--- config.mk ---
export PLATFORM = sky130hd
export DESIGN_NAME = psum_drain_collector
export DESIGN_NICKNAME = d
export VERILOG_FILES = /design/src/rtl/psum_drain_collector.sv
export SDC_FILE = /design/constraint.sdc
export NUM_CORES = 2
export LEC_CHECK = 0
export CORE_MARGIN = 10
export CORE_UTILIZATION = 54
export DETAILED_ROUTE_END_ITERATION = 16
export PLACE_DENSITY = 0.85
export REMOVE_ABC_BUFFERS = 1
export SLEW_MARGIN = 30
export SYNTH_ARGS = -nofsm -noshare
export SYNTH_HDL_FRONTEND = slang
export SYNTH_SLANG_ARGS = --single-unit
--- constraint.sdc ---
create_clock -name clk -period 2.72 [get_ports clk]
set_clock_uncertainty 0.15 [all_clocks]
set_input_delay 0.272 -clock clk [delete_from_list [all_inputs] [get_ports clk]]
set_output_delay 0.272 -clock clk [all_outputs]
set_load 0.03 [all_outputs]
--- src/rtl/psum_drain_collector.sv ---
// Bottom-edge partial-sum collector: deskews per-column outputs into row vectors and queues them.
// Optional macro PSUM_DRAIN_RELU_EN clamps negative elements to zero on FIFO write.
module psum_drain_collector #(
    parameter int BW_ACCU    = 32,
    parameter int COLS       = 4,
    parameter int FIFO_DEPTH = 8,
    parameter int BW_CNT     = 16
) (
    input  logic                    clk,
    input  logic                    reset_n,
    input  logic                    drain_start,
    input  logic [BW_CNT-1:0]       drain_vec_count,
    input  logic [COLS*BW_ACCU-1:0] col_psum_in,
    input  logic [COLS-1:0]         col_sel_in,
    input  logic [COLS-1:0]         col_valid_in,
    output logic [COLS*BW_ACCU-1:0] vec_out,
    output logic                    vec_valid,
    input  logic                    vec_ready,
    output logic                    drain_busy,
    output logic                    drain_done,
    output logic                    ovf_err,
    output logic                    skew_err
);

    localparam int AW = (FIFO_DEPTH > 1) ? $clog2(FIFO_DEPTH) : 1;

    typedef enum logic [1:0] {IDLE, COLLECT, FLUSH} state_t;

    state_t                    state_reg, state_next;
    logic [COLS-1:0]           qual_valid;
    logic [COLS-1:0]           aligned_valid;
    logic [COLS*BW_ACCU-1:0]   aligned_data;
    logic [COLS*BW_ACCU-1:0]   wr_data;
    logic [COLS*BW_ACCU-1:0]   mem [FIFO_DEPTH];
    logic [AW:0]               wr_ptr_reg, rd_ptr_reg;
    logic [BW_CNT-1:0]         cnt_reg, count_reg;
    logic                      ovf_reg, skew_reg;
    logic                      push, pop, wr_en, drop, skew_mismatch;
    logic                      fifo_empty, fifo_full, start_ok;

    genvar gi;
    generate
        for (gi = 0; gi < COLS; gi++) begin : g_col
            localparam int DLY = COLS - 1 - gi;
            // Weight traffic on the partial-sum bus is never a sample.
            assign qual_valid[gi] = col_valid_in[gi] & ~col_sel_in[gi];

            if (DLY == 0) begin : g_pass
                assign aligned_valid[gi]                  = qual_valid[gi];
                assign aligned_data[gi*BW_ACCU +: BW_ACCU] = col_psum_in[gi*BW_ACCU +: BW_ACCU];
            end else begin : g_dly
                logic [DLY-1:0]     v_pipe;
                logic [BW_ACCU-1:0] d_pipe [DLY];
                always_ff @(posedge clk or negedge reset_n) begin
                    if (!reset_n) begin
                        v_pipe <= '0;
                        for (int i = 0; i < DLY; i++) d_pipe[i] <= '0;
                    end else begin
                        v_pipe[0] <= qual_valid[gi];
                        d_pipe[0] <= col_psum_in[gi*BW_ACCU +: BW_ACCU];
                        for (int i = 1; i < DLY; i++) begin
                            v_pipe[i] <= v_pipe[i-1];
                            d_pipe[i] <= d_pipe[i-1];
                        end
                    end
                end
                assign aligned_valid[gi]                  = v_pipe[DLY-1];
                assign aligned_data[gi*BW_ACCU +: BW_ACCU] = d_pipe[DLY-1];
            end

`ifdef PSUM_DRAIN_RELU_EN
            assign wr_data[gi*BW_ACCU +: BW_ACCU] = aligned_data[gi*BW_ACCU + BW_ACCU - 1] ?
                                                    '0 : aligned_data[gi*BW_ACCU +: BW_ACCU];
`else
            assign wr_data[gi*BW_ACCU +: BW_ACCU] = aligned_data[gi*BW_ACCU +: BW_ACCU];
`endif
        end
    endgenerate

    assign start_ok   = (state_reg == IDLE) && drain_start;
    assign fifo_empty = (wr_ptr_reg == rd_ptr_reg);
    assign fifo_full  = (wr_ptr_reg[AW] != rd_ptr_reg[AW]) &&
                        (wr_ptr_reg[AW-1:0] == rd_ptr_reg[AW-1:0]);
    assign push       = (state_reg == COLLECT) && aligned_valid[COLS-1];
    // During a push the last column is 1, so any zero elsewhere is a skew fault.
    assign skew_mismatch = (aligned_valid != {COLS{1'b1}});
    assign pop        = !fifo_empty && vec_ready;
    assign wr_en      = push && (!fifo_full || pop);
    assign drop       = push && fifo_full && !pop;

    assign vec_out    = mem[rd_ptr_reg[AW-1:0]];
    assign vec_valid  = !fifo_empty;
    assign drain_busy = (state_reg != IDLE);
    assign ovf_err    = ovf_reg;
    assign skew_err   = skew_reg;

    always_ff @(posedge clk or negedge reset_n) begin
        if (!reset_n) begin
            wr_ptr_reg <= '0;
            rd_ptr_reg <= '0;
            for (int i = 0; i < FIFO_DEPTH; i++) mem[i] <= '0;
        end else begin
            if (wr_en) begin
                mem[wr_ptr_reg[AW-1:0]] <= wr_data;
                wr_ptr_reg              <= wr_ptr_reg + 1'b1;
            end
            if (pop) rd_ptr_reg <= rd_ptr_reg + 1'b1;
        end
    end

    always_ff @(posedge clk or negedge reset_n) begin
        if (!reset_n) begin
            cnt_reg   <= '0;
            count_reg <= '0;
            ovf_reg   <= 1'b0;
            skew_reg  <= 1'b0;
        end else if (start_ok) begin
            cnt_reg   <= '0;
            count_reg <= drain_vec_count;
            ovf_reg   <= 1'b0;
            skew_reg  <= 1'b0;
        end else begin
            // Dropped pushes still count: the array produced the vector regardless.
            if (push && (cnt_reg != count_reg)) cnt_reg <= cnt_reg + BW_CNT'(1);
            if (drop) ovf_reg <= 1'b1;
            if (push && skew_mismatch) skew_reg <= 1'b1;
        end
    end

    always_ff @(posedge clk or negedge reset_n) begin
        if (!reset_n) state_reg <= IDLE;
        else          state_reg <= state_next;
    end

    always_comb begin
        state_next = state_reg;
        drain_done = 1'b0;
        case (state_reg)
            IDLE:    if (drain_start) state_next = COLLECT;
            COLLECT: if (cnt_reg == count_reg) state_next = FLUSH;
            FLUSH: begin
                if (fifo_empty) begin
                    state_next = IDLE;
                    drain_done = 1'b1;
                end
            end
            default: state_next = IDLE;
        endcase
    end

endmodule

==> impl_metrics.env <==
export IMPL_status="finished with violations"
export IMPL_violations="hold timing, setup timing"
export IMPL_gp_congestion=0.802
export IMPL_p_seq_share_pct=34.6
export IMPL_route_detailed_wl_per_inst_um=26.2
export IMPL_drt_wl_total_um=135000
export IMPL_tns_ns=-54.19
export IMPL_critPathMaxFanout=7
export IMPL_grt_ovfl_total=0
export IMPL_switching_share_pct=32.7
export IMPL_arrival_ns=2.80
export IMPL_dp_cells=4675
export IMPL_ys_seq_area_share_pct=59.5
export IMPL_largest_reg_flops=1024
export IMPL_cts_buffers=133
export IMPL_grt_max_degree=101
export IMPL_grt_pass1_vias=33500
export IMPL_critPathKind="reg -> out"
export IMPL_maxCapViolCount=0
export IMPL_rsz0062_at_grt="yes"
export IMPL_switchingPower_mw=29.4
export IMPL_grt_pass1_wl_um=199000
export IMPL_vias=30400
export IMPL_drive_gt1_share_pct=54.1
export IMPL_drv_slew=0
export IMPL_core_area_um2=98100
export IMPL_start_util_pct=54.2
export IMPL_area_growth_pct=27.3
export IMPL_drc_errors=0
export IMPL_cts_max_level=4
export IMPL_dp_slack_ns=-0.249
export IMPL_max_freq_mhz=310
export IMPL_tightest_slew_ns=0.824
export IMPL_root_buffer="clkbuf_16"
export IMPL_rows=115
export IMPL_power_density_nw_per_um2=1320
export IMPL_timing_hold_ws_ns=-0.0221
export IMPL_maxSlewHeadroom_pct=45.1
export IMPL_io_pins=289
export IMPL_cts_clk_slew_worst_paths_ns=0.06
export IMPL_cp_start_kind="register"
export IMPL_drt_first_pass_iters=5
export IMPL_cts_path_max_buffers=3
export IMPL_synth_main_ff_cell="dfrtp_1"
export IMPL_mostFrequentLayoutCell="dfrtp_1"
export IMPL_antenna_found_initial=5
export IMPL_end_kind="primary output"
export IMPL_die_h_um=334
export IMPL_syn_area_per_cell_um2=17.3
export IMPL_peakVddDrop_v=0.00120
export IMPL_final_hold_viol_count=4
export IMPL_die_w_um=334
export IMPL_hpwl_um=77500
export IMPL_io_buffers=288
export IMPL_yosysWarnings=0
export IMPL_gr_usage_all_layers_pct=22.7
export IMPL_p_int_mw=60.3
export IMPL_final_util_pct=69.0
export IMPL_ant_nets=0
export IMPL_final_cell_mix="1263 x dfrtp_1, 930 x mux2_2, 256 x mux4_2"
export IMPL_min_period_over_period_pct=119
export IMPL_via_per_inst=5.90
export IMPL_p_comb_share_pct=45.2
export IMPL_clkLatencyLatePin_ns=0.74
export IMPL_synthCells=3068
export IMPL_final_cells=5148
export IMPL_final_nets=3920
export IMPL_cts_tree="built"
export IMPL_synth_edf_count=0
export IMPL_cts_sinks=1266
export IMPL_netlist_cell_type_count=45
export IMPL_setup_viol=129
export IMPL_top_register="mem"
export IMPL_critPathRequiredTime_ns=2.30
export IMPL_layout_min_cycle_time_ns=3.22
export IMPL_ys_seq_elements=1266
export IMPL_drt_iter0_drc=2069
export IMPL_die_area_um2=111000
export IMPL_clkPwrFrac_pct=20.3
export IMPL_synth_area_um2=53200
export IMPL_fin_ws_ns=-0.505
export IMPL_hold_path_class="in -> async"
export IMPL_ys_async_sr_fraction_pct=100
export IMPL_p_leak_nw=29.9
-- power by group through the flow --
stage	combinational (mW)	clock (mW)	sequential [mW]
finish	40.5	18.2	31.0
global route	42.4	19.2	31.8
detailed placement	35.0	0	30.9
global placement	34.2	0	30.4
CTS	36.3	18.4	30.7
floorplan	19.6	0	29.8
-- stage by stage --
step	total power [mW]	area (um^2)
finish	89.6	67700
global route	93.4	67700
CTS	85.4	65600
detailed placement	65.9	59500
global placement	64.6	59500
floorplan	49.5	52000
-- layout make-up --
cell class / count / area (um^2)
antenna: 2 / 5.00
inverter: 2 / 7.51
clock buffer: 192 / 3900
tap: 1287 / 1610
clock inverter: 41 / 470
timing repair buffer: 757 / 9250
sequential: 1266 / 31700
fill: 5751 / 30400
multi-input combinational: 1601 / 20800
-- final timing paths --
| kind | startpoint | end | slack [ns] | cells past startpoint |
|---|---|---|---|---|
| max | rd_ptr_reg[0] | vec_out[52] | -0.50 | 7 |
| min | reset_n | mem[920] | -0.02 | 2 |
| max reg2reg | rd_ptr_reg[0] | mem[959] | 0.01 | 8 |
| min reg2reg | g_col[0].g_dly.d_pipe[60] | aligned_data[28] | 0.19 | 0 |
| max in group asynchronous | reset_n | mem[849] | 1.37 | 4 |
| min in group clk | vec_ready | rd_ptr_reg[2] | 0.05 | 3 |
-- per-layer routing --
layer | up-vias | global-route usage [%] | routed length [um]
li1 | 12800 | - | -
met1 | 16500 | 29.7 | 56200
met2 | 831 | 38.2 | 69000
met3 | 221 | 4.44 | 6290
met4 | 4 | 7.11 | 3210
met5 | - | 0 | 27
-- kinds of logic after synthesis --
| family | Yosys count | share of synthesized area, % |
|---|---|---|
| xor+xnor | 26 | 0.428 |
| fa+ha+maj | 3 | 0.0706 |
| simple gates | 125 | 1.21 |
| buf+inv | 201 | 2.28 |
| mux | 1412 | 36.0 |
| compound gates | 35 | 0.452 |
| flops | 1266 | 59.5 |
-- cell usage after synthesis (2+ instances only) --
cell type / count / area, um^2
and4_1: 2 / 17.5
a21oi_1: 11 / 55.1
mux2_2: 1034 / 11600
xor2_1: 2 / 17.5
buf_2: 53 / 265
o211ai_1: 3 / 22.5
clkbuf_1: 49 / 184
a2111oi_2: 2 / 30.0
mux2_1: 20 / 225
inv_1: 2 / 7.51
mux4_2: 256 / 5770
dfrtp_1: 1266 / 31700
buf_12: 11 / 220
or4_1: 3 / 22.5
buf_4: 49 / 368
nor2b_1: 3 / 18.8
mux2_4: 100 / 1500
o31ai_1: 5 / 37.5
nand2_1: 59 / 221
nand4_1: 11 / 68.8
xnor2_1: 24 / 210
nand2b_1: 2 / 12.5
nand4b_1: 2 / 17.5
and2_1: 2 / 12.5
or3_1: 7 / 43.8
buf_6: 4 / 45.0
and3_1: 5 / 31.3
nor2_1: 10 / 37.5
nand3b_1: 2 / 15.0
o21ai_0: 11 / 55.1
nand3_1: 9 / 45.0
mux2i_1: 2 / 20.0
ha_1: 3 / 37.5
buf_1: 33 / 124
-- critical path: stages (launching register included) --
cell     delay [ns]
dfrtp_4        0.50
buf_12         0.16
buf_16         0.14
buf_8          0.13
buf_16         0.14
mux4_2         0.51
mux2_4         0.32
buf_6          0.15
-- what timing repair did --
action | 4_1_cts | 5_1_grt
hold endpoints to repair | 868 | 0
pin swaps | 0 | 5
resized for setup | 482 | 364
gates cloned | 2 | 29
setup buffers | 19 | 74
hold buffers | 119 | 0
endpoints found under the setup margin | 411 | 1038
No activity file was read; power rests on OpenSTA's default activity.
